<file path="config.mk">
export PLATFORM = sky130hd
export DESIGN_NAME = l2_pool_ctrl
export DESIGN_NICKNAME = d
export VERILOG_FILES = /design/src/rtl/l2_pkg.sv /design/src/rtl/pool_max4.sv /design/src/rtl/l2_pool_ctrl.sv
export SDC_FILE = /design/constraint.sdc
export NUM_CORES = 1
export LEC_CHECK = 0
export BUFFER_PORTS_ARGS = -buffer_cell sky130_fd_sc_hd__buf_4
export CAP_MARGIN = 40
export CORE_ASPECT_RATIO = 1.25
export CORE_MARGIN = 2
export CORE_UTILIZATION = 51
export CTS_CLUSTER_SIZE = 12
export DETAILED_ROUTE_END_ITERATION = 16
export PLACE_DENSITY = 0.9
export SYNTH_ARGS = -nofsm -noshare
export SYNTH_HDL_FRONTEND = slang
export SYNTH_SLANG_ARGS = --single-unit
</file>
<file path="constraint.sdc">
create_clock -name clk -period 5.8 [get_ports clk]
set_input_delay 0.87 -clock clk [delete_from_list [all_inputs] [get_ports clk]]
set_output_delay 0.87 -clock clk [all_outputs]
set_load 0.02 [all_outputs]
</file>
<file path="src/rtl/l2_pkg.sv">
// Shared constants and types for the layer-2 feature-map sequencer and its
// pooling datapath. Later layers reuse the word type and the max helper.
package l2_pkg;

    localparam int DIM       = 11;
    localparam int DW        = 18;
    localparam int AW        = 7;
    localparam int POOL_SIDE = 5;
    localparam int N_WIN     = 25;
    localparam int FRAME     = DIM * DIM;

    // Window anchor is the bottom-right word of each 2x2 window; the first
    // window's anchor sits one row and one column into the map.
    localparam logic [AW-1:0] FIRST_ANCHOR = 7'd12;
    localparam logic [AW-1:0] COL_STEP     = 7'd2;
    // Skipping from the last window of a pooled row to the first of the next
    // jumps two map rows back to column 1: 2*DIM - 2*(POOL_SIDE-1).
    localparam logic [AW-1:0] ROW_STEP     = 7'd14;
    localparam logic [AW-1:0] LAST_WR_ADDR = 7'(FRAME - 1);

    typedef enum logic [1:0] {
        FILL  = 2'd0,
        POOL  = 2'd1,
        DRAIN = 2'd2
    } l2_state_t;

    typedef logic signed [DW-1:0] l2_word_t;

    // Signed two-input max; on a tie both operands are identical, so either
    // choice is correct.
    function automatic l2_word_t smax2(input l2_word_t a, input l2_word_t b);
        return (a > b) ? a : b;
    endfunction

endpackage

</file>
<file path="src/rtl/pool_max4.sv">
// Combinational signed max of a 2x2 window, built as a two-level compare
// tree (row maxima first, then the max of the two rows).
module pool_max4
    import l2_pkg::*;
(
    input  l2_word_t tl,
    input  l2_word_t tr,
    input  l2_word_t bl,
    input  l2_word_t br,
    output l2_word_t max_out
);

    l2_word_t top_max;
    l2_word_t bot_max;

    assign top_max = smax2(tl, tr);
    assign bot_max = smax2(bl, br);
    assign max_out = smax2(top_max, bot_max);

endmodule

</file>
<file path="src/rtl/l2_pool_ctrl.sv">
// Layer-2 feature-map sequencer: fills the 11x11 RAM from the conv stage,
// then walks the 25 stride-2 2x2 windows and streams out their signed max.
// Row 10 and column 10 never fall inside a window (floor pooling).
module l2_pool_ctrl
    import l2_pkg::*;
(
    input  logic            clk,
    input  logic            rst,
    input  logic            in_vld,
    input  logic [DW-1:0]   in_data,
    output logic            in_rdy,
    output logic            ram_wr,
    output logic [AW-1:0]   ram_addr_wr,
    output logic [DW-1:0]   ram_din,
    output logic            ram_rd,
    output logic [AW-1:0]   ram_addr_rd,
    input  logic [4*DW-1:0] ram_dout,
    output logic            pool_vld,
    output logic [DW-1:0]   pool_data,
    input  logic            pool_rdy,
    output logic            frame_done
);

    localparam logic [1:0] ST_FILL  = 2'(FILL);
    localparam logic [1:0] ST_POOL  = 2'(POOL);
    localparam logic [1:0] ST_DRAIN = 2'(DRAIN);

    localparam logic [2:0] LAST_IDX = 3'(POOL_SIDE - 1);

    logic [1:0]    state;
    logic [AW-1:0] wr_cnt;
    logic [AW-1:0] anchor;
    logic [2:0]    row;
    logic [2:0]    col;
    l2_word_t      pool_q;
    logic          vld_q;
    logic          done_q;

    logic          accept;
    logic          slot_free;
    logic          last_win;
    logic          out_hs;
    l2_word_t      win_tl;
    l2_word_t      win_tr;
    l2_word_t      win_bl;
    l2_word_t      win_br;
    l2_word_t      win_max;

    // Handshake and window-position decodes shared by the FSM and counters.
    assign accept    = in_vld && (state == ST_FILL);
    assign slot_free = !vld_q || pool_rdy;
    assign out_hs    = vld_q && pool_rdy;
    assign last_win  = (row == LAST_IDX) && (col == LAST_IDX);

    // Write port follows the conv stream directly; reads present the anchor.
    assign in_rdy      = (state == ST_FILL);
    assign ram_wr      = accept;
    assign ram_addr_wr = wr_cnt;
    assign ram_din     = in_data;
    assign ram_rd      = (state == ST_POOL);
    assign ram_addr_rd = anchor;
    assign pool_vld    = vld_q;
    assign pool_data   = pool_q;
    assign frame_done  = done_q;

    // Unpack the window words: [0]=TL, [1]=TR, [2]=BL, [3]=BR.
    assign win_tl = ram_dout[0*DW +: DW];
    assign win_tr = ram_dout[1*DW +: DW];
    assign win_bl = ram_dout[2*DW +: DW];
    assign win_br = ram_dout[3*DW +: DW];

    pool_max4 u_max4 (
        .tl      (win_tl),
        .tr      (win_tr),
        .bl      (win_bl),
        .br      (win_br),
        .max_out (win_max)
    );

    // Frame sequencing: FILL until the 121st pixel, POOL until the 25th
    // window is issued, DRAIN until that last result is taken downstream.
    always_ff @(posedge clk) begin
        if (rst) begin
            state <= ST_FILL;
        end else begin
            case (state)
                ST_FILL:  if (accept && (wr_cnt == LAST_WR_ADDR)) state <= ST_POOL;
                ST_POOL:  if (slot_free && last_win) state <= ST_DRAIN;
                ST_DRAIN: if (out_hs) state <= ST_FILL;
                default:  state <= ST_FILL;
            endcase
        end
    end

    // Write address counter; gaps in the conv stream simply stall it.
    always_ff @(posedge clk) begin
        if (rst) begin
            wr_cnt <= '0;
        end else if (accept) begin
            if (wr_cnt == LAST_WR_ADDR) begin
                wr_cnt <= '0;
            end else begin
                wr_cnt <= wr_cnt + 7'd1;
            end
        end
    end

    // Window walker: steps the anchor along a pooled row, jumps to the next
    // pooled row after column 4, holds while the output slot is occupied,
    // and parks on the last anchor until the frame is drained.
    always_ff @(posedge clk) begin
        if (rst) begin
            anchor <= FIRST_ANCHOR;
            row    <= '0;
            col    <= '0;
        end else if (state == ST_POOL) begin
            if (slot_free && !last_win) begin
                if (col == LAST_IDX) begin
                    anchor <= anchor + ROW_STEP;
                    col    <= '0;
                    row    <= row + 3'd1;
                end else begin
                    anchor <= anchor + COL_STEP;
                    col    <= col + 3'd1;
                end
            end
        end else if ((state == ST_DRAIN) && out_hs) begin
            anchor <= FIRST_ANCHOR;
            row    <= '0;
            col    <= '0;
        end
    end

    // Output register: captures a new max whenever the slot is free during
    // POOL, and retires the final result with a one-cycle frame_done pulse.
    always_ff @(posedge clk) begin
        if (rst) begin
            pool_q <= '0;
            vld_q  <= 1'b0;
            done_q <= 1'b0;
        end else begin
            done_q <= 1'b0;
            case (state)
                ST_POOL: begin
                    if (slot_free) begin
                        pool_q <= win_max;
                        vld_q  <= 1'b1;
                    end
                end
                ST_DRAIN: begin
                    if (out_hs) begin
                        vld_q  <= 1'b0;
                        done_q <= 1'b1;
                    end
                end
                default: begin
                    vld_q <= 1'b0;
                end
            endcase
        end
    end

endmodule
</file>
# Yosys cells after proc, flatten, opt, wreduce, memory -nomap -nowiden
# Index checks and enable logic that the tools add are counted.
# W data, S select, Z words.
[op_classes]
add_sub_neg = 5
magnitude_cmp = 3
eq_ne = 11
muxes = 23
bitwise_logic = 1
n_reduce_logical = 18
[ops]
columns = ["operator", "n"]
rows = [
  ["$gt A18 B18 Y1", 3],
  ["$mux W18", 3],
  ["$mux W7", 5],
  ["$mux W3", 7],
  ["$ne A2 B1 Y1 const B", 5],
  ["$add A7 B1 Y7 const B", 1],
  ["$add A7 B2 Y7 const B", 1],
  ["$add A7 B4 Y7 const B", 1],
  ["$eq A7 B7 Y1 const B", 1],
  ["$logic_and A1 B1 Y1", 7],
  ["$add A3 B1 Y3 const B", 2],
  ["$eq A3 B3 Y1 const B", 2],
  ["$mux W2", 3],
  ["$pmux W2 S3", 1],
  ["$reduce_and A2 Y1", 3],
  ["$reduce_and A3 Y1", 2],
  ["$mux W1", 3],
  ["$eq A2 B1 Y1 const B", 1],
  ["$eq A2 B2 Y1 const B", 1],
  ["$logic_not A1 Y1", 2],
  ["$logic_not A2 Y1", 1],
  ["$ne A2 B2 Y1 const B", 1],
  ["$pmux W1 S2", 1],
  ["$reduce_bool A2 Y1", 1],
  ["3 further kinds", 3],
]
[totals]
reg_bits = 42
input_bits = 94
out_inout_bits = 55
word_cells = 69

# Depth between registers and ports, before layout
# Gate-level depths: netlist of the first run.
[logic_depth]
depth_word = 6
ltp_mapped = 20
mapped_depth_nobuf = 17

# Cells and area by module
# From an unflattened synthesis of the first run, not the netlist that was laid out.
[unflattened]
cells_unflattened = 567
area_unflattened_um2 = 4565.6
[modules_own_cells]
columns = ["module", "instances", "cells_per_inst", "area_per_inst_um2", "seq_area_each_um2"]
rows = [
  ["pool_max4", 1, 327, 2626.3, 0.0],
  ["l2_pool_ctrl", 1, 240, 1939.4, 820.8],
]

# Worst setup path after synthesis of the first run
# No wires, ideal clock.
[synth_timing]
path_type = "in2reg"
start = "input ram_dout[59]"
end = "register pool_q[11] (netlist: pool_data[11])"
arrival_time_ps = 4237
required_ps = 5678
setup_slack_ps = 1441
cell_stages = 18
path_cell_list = "inv_1 -> ha_1 -> nand4_1 -> a211oi_2 -> a2111oi_2 -> o21ai_1 -> o221a_2 -> buf_6 -> mux2_2 -> inv_1 -> ha_1 -> a21o_1 -> a2111oi_0 -> and3b_1 -> a31oi_1 -> nor3b_4 -> buf_6 -> a221o_1"
[synth_via]
elab_chain_len = 4
[synth_lines]
columns = ["item", "line_no", "source"]
rows = [
  ["from (decl)", "l2_pool_ctrl.sv:17", "input logic [4*DW-1:0] ram_dout,"],
  ["$gt A18 B18 Y1", "l2_pkg.sv:32", "return (a > b) ? a : b;"],
  ["$mux W18 (*)", "l2_pkg.sv:32", ""],
  ["$gt A18 B18 Y1", "l2_pkg.sv:32", ""],
  ["$mux W18 (*)", "l2_pkg.sv:32", ""],
  ["to (signal assigned)", "l2_pool_ctrl.sv:146", "pool_q <= win_max;"],
  ["to (decl)", "l2_pool_ctrl.sv:35", "l2_word_t pool_q;"],
]
# Every way passes the cells marked *; elsewhere a longest branch is shown, timed or not.
# A chain may end at the register's enable or synchronous reset.

# Final worst setup path of the first run
[layout_timing]
start = "input ram_dout[15]"
end = "register pool_q[13] (netlist: pool_data[13])"
# The elaborated chain is that of the path after synthesis.

==> reports/results.ini, run 1 <==
[floorplanning]
design.portCount=149
die_width_um=82.8
num_rows=35
initial_utilization=0.531
core_area_um2=7440
design.die.area_um2=8480
floorplan.die.height_um=102

[synth]
synth_xor_xnor_area_share=0.0244
synthCells=459
synth.top_cells.by_area=sky130_fd_sc_hd__dfxtp_1 (21%), sky130_fd_sc_hd__ha_1 (20%), sky130_fd_sc_hd__inv_1 (6.8%)
multiplexer_share_of_the_synthesized_area=0.114
async_set_or_reset_flop_fraction_in_the_synthesized_netlist=0
post_synthesis_compound_gate_area_fraction=0.144
synthTopCellsByCount=sky130_fd_sc_hd__inv_1 (72), sky130_fd_sc_hd__ha_1 (62), sky130_fd_sc_hd__dfxtp_1 (41)
synth_fa_ha_area_frac=0.201
synth-simple-area-share=0.170
dominant_combinational_cell_family_by_area_after_synthesis=adder cells
synthDominantCellAreaShare=0.208
mappedNetlistArea_um2=3960
ys_seq_area_frac=0.208
postSynthRegisterBits=41
synth.lib_cells_used.distinct=53
warning_count_from_the_yosys_run=0
postSynth.topFlopCell=sky130_fd_sc_hd__dfxtp_1
synth_largest_area_cell=sky130_fd_sc_hd__dfxtp_1
synth.net_count=616
avgSynthCellArea_um2=8.62
synth-edff-count=0
post-synth-top-count-cell=sky130_fd_sc_hd__inv_1

[route]
drt_first_iter_violations=100
drc=0
vias_after_detailed_routing=3577
post_drt_wl_per_cell_um=15.6
route.antenna.remaining_nets=0
routed_via_density=5.61
finalWirelength_um=9980
drt_pass1_iterations=4

[final_layout]
fillCellCount=625
layout.nets=702
insertedDiodeCount=0
syn_to_final_growth_pct=19.2
fraction_of_layout_cells_with_a_size_suffix_above_1=0.295

[sta]
post_layout_minimum_cycle_time_ns=5.20
hold_slack_ns=0.496
final-setup-viol-count=0
max_slew.worst_pin.slew_ns=0.744
report.final.hold_viol_count=0
slew_headroom=0.503
maxClockFrequency_ghz=0.192
final_min_period_over_clock_period=0.896
setup_tns_ns=0
report.final.slew_viol_count=0
post_route_clock_skew_ns=0.00537
grt_setup_unrepaired=false

[worst_setup_path]
path_class=primary input to flop
worst-endpoint-arrival_ns=5.44
timing.critical_path.cells=buf_4 -> ha_1 -> nand4_1 -> nor3_1 -> a41oi_1 -> a21bo_1 -> mux2_2 -> ha_1 -> a21o_1 -> a2111oi_0 -> and3b_1 -> a31oi_1 -> nor3_4 -> a221o_1
end_kind=flop
worstPathRequired_ns=6.04
crit_fanout=18
crit_slowest_cell=sky130_fd_sc_hd__a21bo_1
cp_top_family=compound AO/OA/AOI/OAI gates
most_numerous_cell_on_the_critical_path=sky130_fd_sc_hd__ha_1
critPathLaunchType=primary input
critical_path.n_buffers_inverters=1
timing.critical_path.slowest_cell_delay_ns=0.68

[placement]
port-buffer-count=111
gp_congestion=0.830
post-dp-hpwl_um=8420

[clock_tree]
cts_tree=built
insertion_delay_ns=0.30
cts-hold-fix-buffers=0
numCtsBuffers=5
cts_resized=0
ctsHtreeMaxLevel=2
cts.reportedPaths.clkPinSlew_ns=0.08
cts_setup_buffers=0
ctsRootBufferMaster=sky130_fd_sc_hd__clkbuf_8
tritoncts_num_sinks=41
clock_path_buffers=2

[power]
worst_ir_drop_vdd_uv=133
static-leakage-power_nw=2.39
p_per_area_nw_per_um2=157

[global_route]
global_route_overflow=0
antenna_found_initial=0
grt_max_degree=34
grt_pass1_wl_um=15600
grt_pass1_vias=3601
globalRouteTotalUtil=0.236

[worst_hold_path]
holdCritPathClass=flop to flop

[status]
outcome=finished clean

[run]
maxCapViolations=0

[final timing paths]
kind	startpoint	endpoint	slack (ns)	cells past startpoint
worst min register to register	ram_addr_rd[1]	ram_addr_rd[1]	0.50	2
worst min-delay path	ram_addr_rd[1]	ram_addr_rd[1]	0.50	2
worst max register to register	col[0]	row[2]	3.68	10
worst max-delay path	ram_dout[15]	pool_data[13]	0.60	14
[metal layers]
metal | up-vias | GRT usage | wire, um
li1 | 1749 | - | -
met1 | 1690 | 0.245 | 3870
met2 | 111 | 0.457 | 5290
met3 | 27 | 0.0283 | 472
met4 | 0 | 0.110 | 344
met5 | - | 0 | 0
[cells by family after synthesis]
| logic type | Yosys count |
|---|---|
| adders and majority gates | 63 |
| xor gates and xnor gates | 11 |
| muxes | 36 |
| DFF | 41 |
| buffers and inverters | 105 |
| and+or+nand+nor | 121 |
| other | 1 |
| AOI/OAI and AO/OA | 81 |
[layout by cell type (no fill, tap or decap), types with 2 or more instances in the layout]
cell | synthesis | layout
sky130_fd_sc_hd__buf_4 | 19 | 112
sky130_fd_sc_hd__inv_1 | 72 | 72
sky130_fd_sc_hd__ha_1 | 62 | 62
sky130_fd_sc_hd__dfxtp_1 | 41 | 41
sky130_fd_sc_hd__nor2_1 | 28 | 28
sky130_fd_sc_hd__a21oi_1 | 26 | 26
sky130_fd_sc_hd__nand2_1 | 23 | 23
sky130_fd_sc_hd__mux2_2 | 23 | 23
sky130_fd_sc_hd__a221o_1 | 19 | 19
sky130_fd_sc_hd__nor3b_1 | 18 | 18
sky130_fd_sc_hd__o21ai_0 | 12 | 12
sky130_fd_sc_hd__mux2_4 | 12 | 12
sky130_fd_sc_hd__nand4_1 | 11 | 11
sky130_fd_sc_hd__nor2b_1 | 8 | 8
sky130_fd_sc_hd__nand3_1 | 8 | 8
sky130_fd_sc_hd__xor2_1 | 8 | 8
sky130_fd_sc_hd__nand2b_1 | 7 | 7
sky130_fd_sc_hd__o21ai_1 | 5 | 5
sky130_fd_sc_hd__clkbuf_8 | 0 | 5
sky130_fd_sc_hd__nor3_1 | 4 | 4
sky130_fd_sc_hd__a21o_1 | 4 | 4
sky130_fd_sc_hd__xnor2_1 | 3 | 3
sky130_fd_sc_hd__a211oi_1 | 2 | 2
sky130_fd_sc_hd__and4_1 | 2 | 2
sky130_fd_sc_hd__and3_1 | 2 | 2
sky130_fd_sc_hd__a31oi_1 | 2 | 2
sky130_fd_sc_hd__o211ai_1 | 2 | 2
sky130_fd_sc_hd__nand3b_1 | 2 | 2
sky130_fd_sc_hd__or3_1 | 2 | 2
sky130_fd_sc_hd__clkinv_2 | 0 | 2
[cell type report]
| type | instances | area (um2) | area share |
|---|---|---|---|
| clock buffer | 6 | 72.6 | 0.0154 |
| clock inverter | 2 | 10.0 | 0.00212 |
| sequential | 41 | 821 | 0.174 |
| tap | 92 | 115 | 0.0244 |
| multi-input combinational | 313 | 2580 | 0.548 |
| inverter | 72 | 270 | 0.0573 |
| timing repair buffer | 112 | 841 | 0.178 |
[flip-flops by register name, summed over array words and instances, names as in the netlist]
name         flops
col              3
pool_data       18
ram_addr_wr      7
row              3
ram_addr_rd      6
frame_done       1
pool_vld         1
state            2
[metrics by stage]
stage	instances	cell area (um2)	setup WS (ns)	total power [mW]	util
after floorplan	459	3960	1.44	0.493	-
after global placement	630	4630	0.617	0.541	0.622
after detailed placement	630	4630	0.389	0.558	0.622
after CTS	638	4710	0.673	0.739	0.633
after global routing	638	4710	0.357	0.783	0.633
final	638	4710	0.603	0.739	0.633
[where the power goes]
part	switching (mW)	internal (mW)	leakage, nW	total, mW
clock	0.103	0.0835	0.0450	0.186
combinational	0.132	0.135	2.01	0.267
sequential	0.00205	0.283	0.331	0.285
[worst min-delay path: cells and delay by family (launching register included)]
family	cells	cell delay [ns]
AO/OA/AOI/OAI	1	0.05
AND/OR/NAND/NOR	1	0.06
flip-flops	1	0.34
Note: power is estimated with default switching activity, not from simulation.
==> run 2: changes to the inputs <==
--- a/config.mk
+++ b/config.mk
@@ -9,10 +9,11 @@
 export CAP_MARGIN = 40
 export CORE_ASPECT_RATIO = 1.25
 export CORE_MARGIN = 2
-export CORE_UTILIZATION = 51
+export CORE_UTILIZATION = 52
+export CTS_BUF_LIST = sky130_fd_sc_hd__clkbuf_8
 export CTS_CLUSTER_SIZE = 12
 export DETAILED_ROUTE_END_ITERATION = 16
-export PLACE_DENSITY = 0.9
+export PLACE_DENSITY = 0.91
 export SYNTH_ARGS = -nofsm -noshare
 export SYNTH_HDL_FRONTEND = slang
 export SYNTH_SLANG_ARGS = --single-unit
==> reports/results.ini, run 2 (synthesis results as in run 1) <==
[floorplanning]
design.die.area_um2=8320
initial_utilization=0.538
core_area_um2=7360
die_width_um=82.0
num_rows=35
design.portCount=149
floorplan.die.height_um=102

[worst_setup_path]
critPathLaunchType=primary input
r2r-start=col[0]
end_kind=flop
crit_fanout=18
path_class=primary input to flop
worst-endpoint-arrival_ns=5.41
worstPathRequired_ns=6.04
rrSetupSlack_ns=3.67
timing.rr.end=row[2]
r2r.worst_path.cells=10

[final_layout]
final_cell_mix=sky130_fd_sc_hd__buf_4 (112), sky130_fd_sc_hd__inv_1 (73), sky130_fd_sc_hd__ha_1 (62), sky130_fd_sc_hd__dfxtp_1 (41), sky130_fd_sc_hd__nor2_1 (28)
final-seq-area_um2=821
layout.cells.most_common=sky130_fd_sc_hd__buf_4
fillCellCount=604
largest_register_ffs=18
syn_to_final_growth_pct=20.1
layout.nets=702
insertedDiodeCount=0
multi_input_comb_area_um2=2580
fraction_of_layout_cells_with_a_size_suffix_above_1=0.295

[clock_tree]
numCtsBuffers=5
tritoncts_num_sinks=41
cts_tree=built
ctsHtreeMaxLevel=2
cts-hold-fix-buffers=0
clock_path_buffers=2
cts.reportedPaths.clkPinSlew_ns=0.08
ctsRootBufferMaster=sky130_fd_sc_hd__clkbuf_8
cts_resized=0
insertion_delay_ns=0.30
cts_setup_buffers=0

[sta]
grt_setup_unrepaired=false
report.final.slew_viol_count=0
slew_headroom=0.509
post_route_clock_skew_ns=0.00398
final-setup-viol-count=0
finalWorstSetupSlack_ns=0.629
max_slew.worst_pin.slew_ns=0.735
maxClockFrequency_ghz=0.193
final_min_period_over_clock_period=0.892
post_layout_minimum_cycle_time_ns=5.17
setup_tns_ns=0
report.final.hold_viol_count=0

[global_route]
global_route_overflow=0
grt_max_degree=34
grt_pass1_vias=3583
antenna_found_initial=0
globalRouteTotalUtil=0.248
grt_pass1_wl_um=16200

[route]
routed_via_density=5.71
route.antenna.remaining_nets=0
post_drt_wl_per_cell_um=15.6
drt_first_iter_violations=126
drc=0
drt_pass1_iterations=4
finalWirelength_um=9970
vias_after_detailed_routing=3644

[worst_hold_path]
whs_path_depth=2
min_delay_worst_endpoint=col[2]
holdCritPathClass=flop to flop
hold_path.startpoint=col[2]

[run]
maxCapViolations=0

[power]
static-leakage-power_nw=2.40
p_per_area_nw_per_um2=166
worst_ir_drop_vdd_uv=136
power_uw=790

[placement]
gp_congestion=0.811
placement.setup.worst_slack_ns=0.485
port-buffer-count=111
post-dp-hpwl_um=8090

[status]
outcome=finished clean

[run 2: through the flow]
stage                      util  hold slack, ns  instance area, um2  instances
final                     0.645           0.500                4750        638
after global placement    0.630           0.463                4630        630
after floorplan               -           0.449                3960        459
after global routing      0.645           0.528                4750        638
after detailed placement  0.630           0.480                4630        630
after CTS                 0.645           0.498                4750        638
[run 2: where the power goes]
part	total (mW)	leakage, nW	internal [mW]	switching (mW)
clock	0.240	0.0626	0.139	0.101
sequential	0.285	0.331	0.283	0.00202
combinational	0.265	2.01	0.135	0.130
[run 2: worst max-delay path, cell delays in order]
cell and delay [ns]:
sky130_fd_sc_hd__buf_4 0.12, sky130_fd_sc_hd__ha_1 0.32, sky130_fd_sc_hd__nand4_1 0.15, sky130_fd_sc_hd__nor3_1 0.45, sky130_fd_sc_hd__a41oi_1 0.18, sky130_fd_sc_hd__a21bo_1 0.69, sky130_fd_sc_hd__mux2_2 0.43, sky130_fd_sc_hd__ha_1 0.32
sky130_fd_sc_hd__a21o_1 0.19, sky130_fd_sc_hd__a2111oi_0 0.49, sky130_fd_sc_hd__and3b_1 0.23, sky130_fd_sc_hd__a31oi_1 0.13, sky130_fd_sc_hd__nor3_4 0.56, sky130_fd_sc_hd__a221o_1 0.27
[run 2: layout make-up]
type | instances | area share
clock inverters | 2 | 0.00711
well taps | 92 | 0.0242
flip-flops and latches | 41 | 0.173
multi-input cells | 313 | 0.544
clock buffers | 6 | 0.0174
repair buffers | 112 | 0.177
inverters | 72 | 0.0569
[run 2: metal layers]
metal,vias to the layer above,global-route usage,wire [um]
li1,1748,-,-
met1,1731,0.271,3720
met2,132,0.461,5260
met3,33,0.0330,558
met4,0,0.115,429
met5,-,0,0
[run 2: how the worst max path moves through the flow]
stage	from	end	slack, ns	cells after the start
after global routing	ram_dout[33]	pool_data[7]	0.34	15
after global placement	ram_dout[15]	pool_data[2]	0.61	15
after CTS	ram_dout[33]	pool_data[2]	0.68	15
final	ram_dout[15]	pool_data[0]	0.63	14
after detailed placement	ram_dout[15]	pool_data[2]	0.48	14
after floorplan	ram_dout[59]	pool_data[11]	1.44	18
